`src/rtl/mesh_pkg.sv`:
```
// Shared definitions for the XY mesh router: port indices, address field
// widths and the dimension-ordered route function.
package mesh_pkg;

    localparam int NUM_PORTS = 5;
    localparam int P_N       = 0;
    localparam int P_S       = 1;
    localparam int P_E       = 2;
    localparam int P_W       = 3;
    localparam int P_PE      = 4;

    localparam int ROW_W  = 8;
    localparam int COL_W  = 8;
    localparam int ADDR_W = ROW_W + COL_W;
    localparam int PORT_W = 3;

    typedef logic [PORT_W-1:0] port_idx_t;

    // Column is resolved before row so that XY routing stays deadlock free.
    function automatic port_idx_t route(input logic [ADDR_W-1:0] dest,
                                        input logic [ADDR_W-1:0] cur);
        logic [ROW_W-1:0] dr;
        logic [ROW_W-1:0] cr;
        logic [COL_W-1:0] dc;
        logic [COL_W-1:0] cc;
        dr = dest[ADDR_W-1:COL_W];
        cr = cur[ADDR_W-1:COL_W];
        dc = dest[COL_W-1:0];
        cc = cur[COL_W-1:0];
        if (dc > cc)
            return port_idx_t'(P_E);
        else if (dc < cc)
            return port_idx_t'(P_W);
        else if (dr > cr)
            return port_idx_t'(P_S);
        else if (dr < cr)
            return port_idx_t'(P_N);
        else
            return port_idx_t'(P_PE);
    endfunction

    function automatic port_idx_t wrap_add(input port_idx_t base, input int off);
        int s;
        s = int'(base) + off;
        return port_idx_t'(s % NUM_PORTS);
    endfunction

endpackage

```
`src/rtl/router_fifo.sv`:
```
// Per-input circular buffer with count-based full/empty flags.
// Works for any DEPTH >= 1, including non powers of two.
module router_fifo #(
    parameter int DATA_WIDTH = 64,
    parameter int DEPTH      = 1
) (
    input  logic                  clk,
    input  logic                  reset,
    input  logic                  push_i,
    input  logic [DATA_WIDTH-1:0] data_i,
    input  logic                  pop_i,
    output logic [DATA_WIDTH-1:0] data_o,
    output logic                  full_o,
    output logic                  empty_o
);

    localparam int PTR_W = (DEPTH > 1) ? $clog2(DEPTH) : 1;
    localparam int CNT_W = $clog2(DEPTH + 1);
    localparam logic [PTR_W-1:0] LAST = PTR_W'(DEPTH - 1);

    logic [DATA_WIDTH-1:0] mem_q [DEPTH];
    logic [PTR_W-1:0]      wr_ptr_q, wr_ptr_d;
    logic [PTR_W-1:0]      rd_ptr_q, rd_ptr_d;
    logic [CNT_W-1:0]      count_q, count_d;
    logic                  do_push, do_pop;

    // Full is not relaxed by a same-cycle pop: a full FIFO never accepts.
    assign full_o  = (count_q == CNT_W'(DEPTH));
    assign empty_o = (count_q == '0);
    assign do_push = push_i && !full_o;
    assign do_pop  = pop_i && !empty_o;
    assign data_o  = mem_q[rd_ptr_q];

    always_comb begin
        wr_ptr_d = wr_ptr_q;
        rd_ptr_d = rd_ptr_q;
        count_d  = count_q;
        if (do_push)
            wr_ptr_d = (wr_ptr_q == LAST) ? '0 : wr_ptr_q + 1'b1;
        if (do_pop)
            rd_ptr_d = (rd_ptr_q == LAST) ? '0 : rd_ptr_q + 1'b1;
        if (do_push && !do_pop)
            count_d = count_q + 1'b1;
        else if (!do_push && do_pop)
            count_d = count_q - 1'b1;
    end

    always_ff @(posedge clk) begin
        if (reset) begin
            wr_ptr_q <= '0;
            rd_ptr_q <= '0;
            count_q  <= '0;
        end else begin
            wr_ptr_q <= wr_ptr_d;
            rd_ptr_q <= rd_ptr_d;
            count_q  <= count_d;
        end
    end

    always_ff @(posedge clk) begin
        if (do_push)
            mem_q[wr_ptr_q] <= data_i;
    end

endmodule

```
`src/rtl/mesh_router_xy.sv`:
```
// Five-port XY mesh router: input FIFOs, route compute, round-robin output
// arbiters, 1-flit output registers and edge drop. ROUTER_STATS_EN adds counters.
module mesh_router_xy
    import mesh_pkg::*;
#(
    parameter int          DATA_WIDTH      = 64,
    parameter int          DEPTH           = 1,
    parameter logic [15:0] CURRENT_ADDRESS = 16'h0000,
    parameter int          DST_LSB         = 32,
    parameter logic [4:0]  EDGE_MASK       = 5'b0
) (
    input  logic                            clk,
    input  logic                            reset,
    input  logic                            polarity,
    input  logic [NUM_PORTS-1:0]            in_send,
    input  logic [NUM_PORTS*DATA_WIDTH-1:0] in_data,
    output logic [NUM_PORTS-1:0]            in_ready,
    output logic [NUM_PORTS-1:0]            out_send,
    output logic [NUM_PORTS*DATA_WIDTH-1:0] out_data,
    input  logic [NUM_PORTS-1:0]            out_ready,
    output logic                            err_drop,
    output logic                            flit_phase,
    output logic [NUM_PORTS*16-1:0]         stat_cnt
);

    logic [DATA_WIDTH-1:0] head [NUM_PORTS];
    port_idx_t             head_route [NUM_PORTS];
    logic [NUM_PORTS-1:0]  fifo_full, fifo_empty, head_valid, drop, pop;
    logic [NUM_PORTS-1:0]  req [NUM_PORTS];

    logic [NUM_PORTS-1:0]  grant;
    port_idx_t             winner [NUM_PORTS];
    port_idx_t             idx;
    port_idx_t             rr_ptr_q [NUM_PORTS];
    port_idx_t             rr_ptr_d [NUM_PORTS];

    logic [NUM_PORTS-1:0]  out_send_q, out_send_d;
    logic [DATA_WIDTH-1:0] out_data_q [NUM_PORTS];
    logic [DATA_WIDTH-1:0] out_data_d [NUM_PORTS];
    logic                  err_drop_q, phase_q;

    for (genvar gp = 0; gp < NUM_PORTS; gp++) begin : g_in
        router_fifo #(
            .DATA_WIDTH(DATA_WIDTH),
            .DEPTH     (DEPTH)
        ) u_fifo (
            .clk    (clk),
            .reset  (reset),
            .push_i (in_send[gp]),
            .data_i (in_data[gp*DATA_WIDTH +: DATA_WIDTH]),
            .pop_i  (pop[gp]),
            .data_o (head[gp]),
            .full_o (fifo_full[gp]),
            .empty_o(fifo_empty[gp])
        );

        assign in_ready[gp]   = !fifo_full[gp];
        assign head_valid[gp] = !fifo_empty[gp];
        assign head_route[gp] = route(head[gp][DST_LSB +: ADDR_W], CURRENT_ADDRESS);
        // A head bound for a missing neighbour is discarded without arbitration.
        assign drop[gp]       = head_valid[gp] && EDGE_MASK[head_route[gp]];
    end

    always_comb begin
        for (int o = 0; o < NUM_PORTS; o++) begin
            for (int p = 0; p < NUM_PORTS; p++) begin
                req[o][p] = head_valid[p] && !drop[p] && (head_route[p] == port_idx_t'(o));
            end
        end
    end

    always_comb begin
        pop = drop;
        idx = '0;
        for (int o = 0; o < NUM_PORTS; o++) begin
            grant[o]      = 1'b0;
            winner[o]     = '0;
            rr_ptr_d[o]   = rr_ptr_q[o];
            out_send_d[o] = out_send_q[o] && !out_ready[o];
            out_data_d[o] = out_data_q[o];
            // The register can be refilled in the same cycle it is drained.
            if (!out_send_q[o] || out_ready[o]) begin
                for (int k = 0; k < NUM_PORTS; k++) begin
                    idx = wrap_add(rr_ptr_q[o], k);
                    if (!grant[o] && req[o][idx]) begin
                        grant[o]  = 1'b1;
                        winner[o] = idx;
                    end
                end
            end
            if (grant[o]) begin
                pop[winner[o]] = 1'b1;
                rr_ptr_d[o]    = wrap_add(winner[o], 1);
                out_send_d[o]  = 1'b1;
                out_data_d[o]  = head[winner[o]];
            end
        end
    end

    always_ff @(posedge clk) begin
        if (reset) begin
            out_send_q <= '0;
            err_drop_q <= 1'b0;
            phase_q    <= 1'b0;
            for (int o = 0; o < NUM_PORTS; o++) begin
                out_data_q[o] <= '0;
                rr_ptr_q[o]   <= '0;
            end
        end else begin
            out_send_q <= out_send_d;
            err_drop_q <= |drop;
            phase_q    <= polarity;
            for (int o = 0; o < NUM_PORTS; o++) begin
                out_data_q[o] <= out_data_d[o];
                rr_ptr_q[o]   <= rr_ptr_d[o];
            end
        end
    end

    for (genvar go = 0; go < NUM_PORTS; go++) begin : g_out
        assign out_data[go*DATA_WIDTH +: DATA_WIDTH] = out_data_q[go];
    end

    assign out_send   = out_send_q;
    assign err_drop   = err_drop_q;
    assign flit_phase = phase_q;

`ifdef ROUTER_STATS_EN
    logic [15:0] stat_q [NUM_PORTS];
    logic [15:0] stat_d [NUM_PORTS];

    always_comb begin
        for (int o = 0; o < NUM_PORTS; o++) begin
            stat_d[o] = stat_q[o];
            if (out_send_q[o] && out_ready[o] && (stat_q[o] != 16'hFFFF))
                stat_d[o] = stat_q[o] + 16'd1;
        end
    end

    always_ff @(posedge clk) begin
        if (reset) begin
            for (int o = 0; o < NUM_PORTS; o++) stat_q[o] <= '0;
        end else begin
            for (int o = 0; o < NUM_PORTS; o++) stat_q[o] <= stat_d[o];
        end
    end

    for (genvar gs = 0; gs < NUM_PORTS; gs++) begin : g_stat
        assign stat_cnt[gs*16 +: 16] = stat_q[gs];
    end
`else
    assign stat_cnt = '0;
`endif

endmodule

```
`config.mk`:
```
export PLATFORM = sky130hd
export DESIGN_NAME = mesh_router_xy
export DESIGN_NICKNAME = d
export VERILOG_FILES = /design/src/rtl/mesh_pkg.sv /design/src/rtl/router_fifo.sv /design/src/rtl/mesh_router_xy.sv
export SDC_FILE = /design/constraint.sdc
export NUM_CORES = 1
export LEC_CHECK = 0
export ABC_AREA = 1
export BUFFER_PORTS_ARGS = -buffer_cell sky130_fd_sc_hd__buf_2
export CAP_MARGIN = 25
export CELL_PAD_IN_SITES_DETAIL_PLACEMENT = 0
export CELL_PAD_IN_SITES_GLOBAL_PLACEMENT = 1
export CORE_MARGIN = 1.5
export CORE_UTILIZATION = 40
export DETAILED_ROUTE_END_ITERATION = 8
export PLACE_DENSITY = 0.87
export RECOVER_POWER = 100
export SYNTH_ARGS = -nofsm -noshare
export SYNTH_HDL_FRONTEND = slang
export SYNTH_SLANG_ARGS = --single-unit
```
`constraint.sdc`:
```
create_clock -name clk -period 6.1 [get_ports clk]
set_clock_uncertainty 0.15 [all_clocks]
set_input_delay 0.915 -clock clk [delete_from_list [all_inputs] [get_ports clk]]
set_output_delay 0.915 -clock clk [all_outputs]
set_load 0.02 [all_outputs]
```
==> metrics.txt <==
# TYPE chip_impl_metric gauge
chip_impl_metric{name="yosys_warnings",unit=""} 0
chip_impl_metric{name="layout-drive-gt1-share",unit="%"} 10.03
chip_impl_metric{name="finalHoldViolCount",unit=""} 0
chip_impl_metric{name="grt_usage",unit="%"} 28.96
chip_impl_metric{name="numPlacedInstances",unit=""} 6264
chip_impl_info{name="timing.critical_path.mode_cell",value="sky130_fd_sc_hd__nand2_1"} 1
chip_impl_metric{name="netlist_instances",unit=""} 4618
chip_impl_metric{name="fin_setup_tns",unit="ns"} 0
chip_impl_metric{name="critical_path.max_stage_delay",unit="ns"} 0.58
chip_impl_metric{name="floorplan.die_area",unit="um^2"} 88610
chip_impl_metric{name="cts_setup_buffers",unit=""} 0
chip_impl_info{name="layout_commonest_cell",value="sky130_fd_sc_hd__nand2_1"} 1
chip_impl_info{name="path_delay_family",value="simple AND/OR/NAND/NOR gates"} 1
chip_impl_metric{name="number_of_endpoints_failing_setup_at_the_final_stage",unit=""} 0
chip_impl_metric{name="arrival",unit="ns"} 6.14
chip_impl_metric{name="worst-r2r-cell-count",unit=""} 28
chip_impl_metric{name="number_of_distinct_standard_cells_referenced_by_the_synthesized_netlist",unit=""} 52
chip_impl_metric{name="worst_hold_margin",unit="ns"} 0.2681
chip_impl_metric{name="dieWidth",unit="um"} 297.7
chip_impl_metric{name="synthDominantCellAreaShare",unit="%"} 27.66
chip_impl_metric{name="path_clk_slew",unit="ns"} 0.06
chip_impl_metric{name="total_number_of_nets_in_the_final_design",unit=""} 5601
chip_impl_metric{name="max_clock_freq",unit="GHz"} 0.1743
chip_impl_info{name="critical_path.endpoint_type",value="flip-flop"} 1
chip_impl_metric{name="start_util",unit="%"} 40.60
chip_impl_metric{name="placer_congestion",unit=""} 0.9424
chip_impl_info{name="result_of_the_run",value="finished with violations"} 1
chip_impl_info{name="crit_slowest_cell",value="sky130_fd_sc_hd__dfxtp_1"} 1
chip_impl_metric{name="report.final.slew_viol_count",unit=""} 481
chip_impl_metric{name="worst_skew_pair.late_latency",unit="ns"} 0.66
chip_impl_metric{name="timing.max_cap.violations",unit=""} 12
chip_impl_info{name="critical_path.reg2reg.endpoint",value="out_data_q[0][84]$_SDFFE_PP0P_"} 1
chip_impl_metric{name="vias_per_cell",unit=""} 5.089
chip_impl_info{name="failing_checks",value="max-capacitance violations, max-slew violations"} 1
chip_impl_info{name="cts_tree",value="done"} 1
chip_impl_metric{name="grt_overflow_total",unit=""} 0
chip_impl_info{name="layout.cells.most_common_list",value="1350 x sky130_fd_sc_hd__nand2_1, 618 x sky130_fd_sc_hd__inv_1, 500 x sky130_fd_sc_hd__nor2_1"} 1
chip_impl_metric{name="port_buffers",unit=""} 663
chip_impl_metric{name="drt_wl_total",unit="mm"} 131.7
chip_impl_metric{name="detailedRoute.firstIterationViolations",unit=""} 2744
chip_impl_metric{name="largest_net_degree_at_the_start_of_global_routing",unit=""} 94
chip_impl_metric{name="period_needed",unit="ns"} 5.738
chip_impl_metric{name="drc_errors",unit=""} 0
chip_impl_metric{name="post_cts.resized_instances",unit=""} 0
chip_impl_metric{name="clock-sinks",unit=""} 660
chip_impl_metric{name="timing.critical_path.fanout_max",unit=""} 93
chip_impl_metric{name="grt_first_pass_wirelength",unit="mm"} 193.8
chip_impl_metric{name="holdPathStages",unit=""} 2
chip_impl_metric{name="row_count",unit=""} 107
chip_impl_metric{name="die-height",unit="um"} 297.7
chip_impl_metric{name="relSlewSlack",unit="%"} -167.6
chip_impl_metric{name="syn2layout_area_growth",unit="%"} 17.16
chip_impl_metric{name="timing.final.crit_share",unit="%"} 94.07
chip_impl_metric{name="critical_path_data_required_time",unit="ns"} 6.50
chip_impl_metric{name="synth-seq-area-share",unit="%"} 47.26
chip_impl_info{name="timing.critical_path.from_type",value="flip-flop"} 1
chip_impl_metric{name="clock_tree.htree_level_count",unit=""} 3
chip_impl_metric{name="dp_worst_setup_slack",unit="ns"} 0.6729
chip_impl_metric{name="finish.cell_count_without_fillers",unit=""} 6428
chip_impl_metric{name="ant_nets",unit=""} 0
chip_impl_metric{name="setup_slack",unit="ns"} 0.3615
chip_impl_metric{name="grt_pass1_vias",unit=""} 30890
chip_impl_metric{name="number_of_antenna_violations_at_the_first_check_in_global_routing",unit=""} 30
chip_impl_info{name="worst_hold_startpoint",value="out_data_q[0][239]$_SDFFE_PP0P_"} 1
chip_impl_metric{name="drt-wirelength-per-cell",unit="um"} 20.48
chip_impl_info{name="holdCritPathClass",value="flip-flop to flip-flop"} 1
chip_impl_metric{name="post_synth_instance_area",unit="um^2"} 34730
chip_impl_metric{name="floorplan.core_area",unit="um^2"} 85550
chip_impl_metric{name="io-pin-count",unit=""} 745
chip_impl_metric{name="ctsHoldBuffers",unit=""} 0
chip_impl_info{name="criticalPathCategory",value="flip-flop to flip-flop"} 1
chip_impl_metric{name="worstSetupPathDepth",unit=""} 28
chip_impl_info{name="cts_root_buffer",value="sky130_fd_sc_hd__clkbuf_16"} 1
chip_impl_info{name="ys_top_cells_by_area",value="sky130_fd_sc_hd__edfxtp_1 28%, sky130_fd_sc_hd__dfxtp_1 20%, sky130_fd_sc_hd__nand2_1 15%"} 1
chip_impl_metric{name="dr.pass1.iters",unit=""} 6
chip_impl_metric{name="synthesis.area_per_instance",unit="um^2"} 7.522
chip_impl_metric{name="synth.ff_latch_count",unit=""} 660
chip_impl_info{name="synth_area_leader_cell",value="sky130_fd_sc_hd__edfxtp_1"} 1
chip_impl_metric{name="r2r_slack",unit="ns"} 0.36
chip_impl_info{name="unrepaired_setup_endpoints_after_global_routing",value="no"} 1
chip_impl_metric{name="num_vias",unit=""} 32710
chip_impl_info{name="timing.rr.start",value="rr_ptr_q[0][4]$_SDFFE_PP0P_"} 1
chip_impl_metric{name="cts-root-to-sink-buffers",unit=""} 3
chip_impl_metric{name="cp.buffers_inverters",unit=""} 5
chip_impl_info{name="hold-path-endpoint",value="out_data_q[0][239]$_SDFFE_PP0P_"} 1
chip_impl_metric{name="actual_transition_at_the_worst_max_transition_pin",unit="ns"} 4.014
chip_impl_metric{name="n_fill_cell",unit=""} 8652
chip_impl_metric{name="dp.final_hpwl",unit="mm"} 91.45
chip_impl_metric{name="clock_buffer_count_from_cts",unit=""} 77
-- worst min-delay path: stages, from the launching register on --
cell and delay [ns]:
sky130_fd_sc_hd__dfxtp_1 0.30, sky130_fd_sc_hd__inv_1 0.04, sky130_fd_sc_hd__nor2_1 0.03
-- cell type report --
| type | instances | area, um^2 | area share [%] |
|---|---|---|---|
| Clock buffer | 113 | 2235 | 5.491 |
| Antenna cell | 20 | 50.05 | 0.1230 |
| Inverter | 651 | 2457 | 6.039 |
| Tap cell | 1144 | 1431 | 3.517 |
| Timing Repair Buffer | 728 | 3445 | 8.465 |
| Multi-Input combinational cell | 3082 | 14370 | 35.32 |
| Sequential cell | 660 | 16420 | 40.34 |
| Clock inverter | 30 | 286.5 | 0.7041 |
-- per-stage QoR --
step	utilization, %	cell area, um^2
after detailed placement	45.32	38770
after global placement	45.30	38750
after CTS	48.27	41300
final	47.57	40690
after global routing	47.56	40680
after floorplan	-	35030
-- cells by family (layout without fill, tap and decap cells) --
| family | count (synthesis) | in the layout | share of synthesized area, % |
|---|---|---|---|
| buf+inv | 956 | 1522 | 12.25 |
| other cells | 1 | 101 | 0.01080 |
| fa+ha+maj | 68 | 68 | 2.449 |
| compound gates | 525 | 525 | 8.267 |
| xor+xnor | 18 | 18 | 0.5728 |
| simple gates | 2389 | 2389 | 29.16 |
| mux | 1 | 1 | 0.02882 |
| flops | 660 | 660 | 47.26 |
-- how the worst max path moves through the flow --
stage                                  from                         endpoint  slack, ns
6_report        rr_ptr_q[0][4]$_SDFFE_PP0P_   out_data_q[0][84]$_SDFFE_PP0P_       0.36
5_1_grt        rr_ptr_q[0][13]$_SDFFE_PP0P_  out_data_q[0][309]$_SDFFE_PP0P_       0.03
4_1_cts         rr_ptr_q[0][6]$_SDFFE_PP0P_  out_data_q[0][128]$_SDFFE_PP0P_       0.65
3_5_place_dp    rr_ptr_q[0][6]$_SDFFE_PP0P_  out_data_q[0][142]$_SDFFE_PP0P_       0.67
3_3_place_gp    rr_ptr_q[0][6]$_SDFFE_PP0P_  out_data_q[0][184]$_SDFFE_PP0P_       0.73
2_1_floorplan   rr_ptr_q[0][6]$_SDFFE_PP0P_      rr_ptr_q[0][7]$_SDFFE_PP0P_       1.37
-- flip-flops by register name, summed over array words and instances (netlist names) --
register            cells
flit_phase              1
g_in.u_fifo.full_o      5
g_in.u_fifo.mem_q     320
out_data_q            320
out_send                5
rr_ptr_q                9
-- metal layers --
layer  vias to the layer above  share of wire, %  global-route usage [%]  wire (um)
met4                         8               5.5                   15.60       7304
li1                      15670                 -                       -          -
met5                         -             0.036                       0         47
met3                       331               9.0                   5.921      11800
met2                      1623                46                   46.17      59920
met1                     15080                40                   36.84      52600
-- synth_stat cells (all sizes together) --
| cell | count |
|---|---|
| nor2b | 1 |
| dfxtp | 340 |
| clkbuf | 98 |
| nand3b | 65 |
| o211ai | 63 |
| nand2b | 1 |
| ha | 68 |
| o221ai | 1 |
| nor3 | 4 |
| a2111oi | 1 |
| o21ai | 387 |
| buf | 207 |
| inv | 648 |
| and3 | 1 |
| a22oi | 1 |
| or2 | 17 |
| xor2 | 16 |
| nand2 | 1384 |
| nand3 | 318 |
| edfxtp | 320 |
| nor2 | 509 |
| o21a | 3 |
| o41ai | 1 |
| nand4 | 89 |
| xnor2 | 2 |
| clkinv | 3 |
| o31ai | 1 |
| a21boi | 4 |
| a21oi | 61 |
| mux2i | 1 |
| conb | 1 |
| o21bai | 2 |
Power is not shown: default switching activity piles up to over one toggle a cycle in this logic, so the estimate is an artifact.
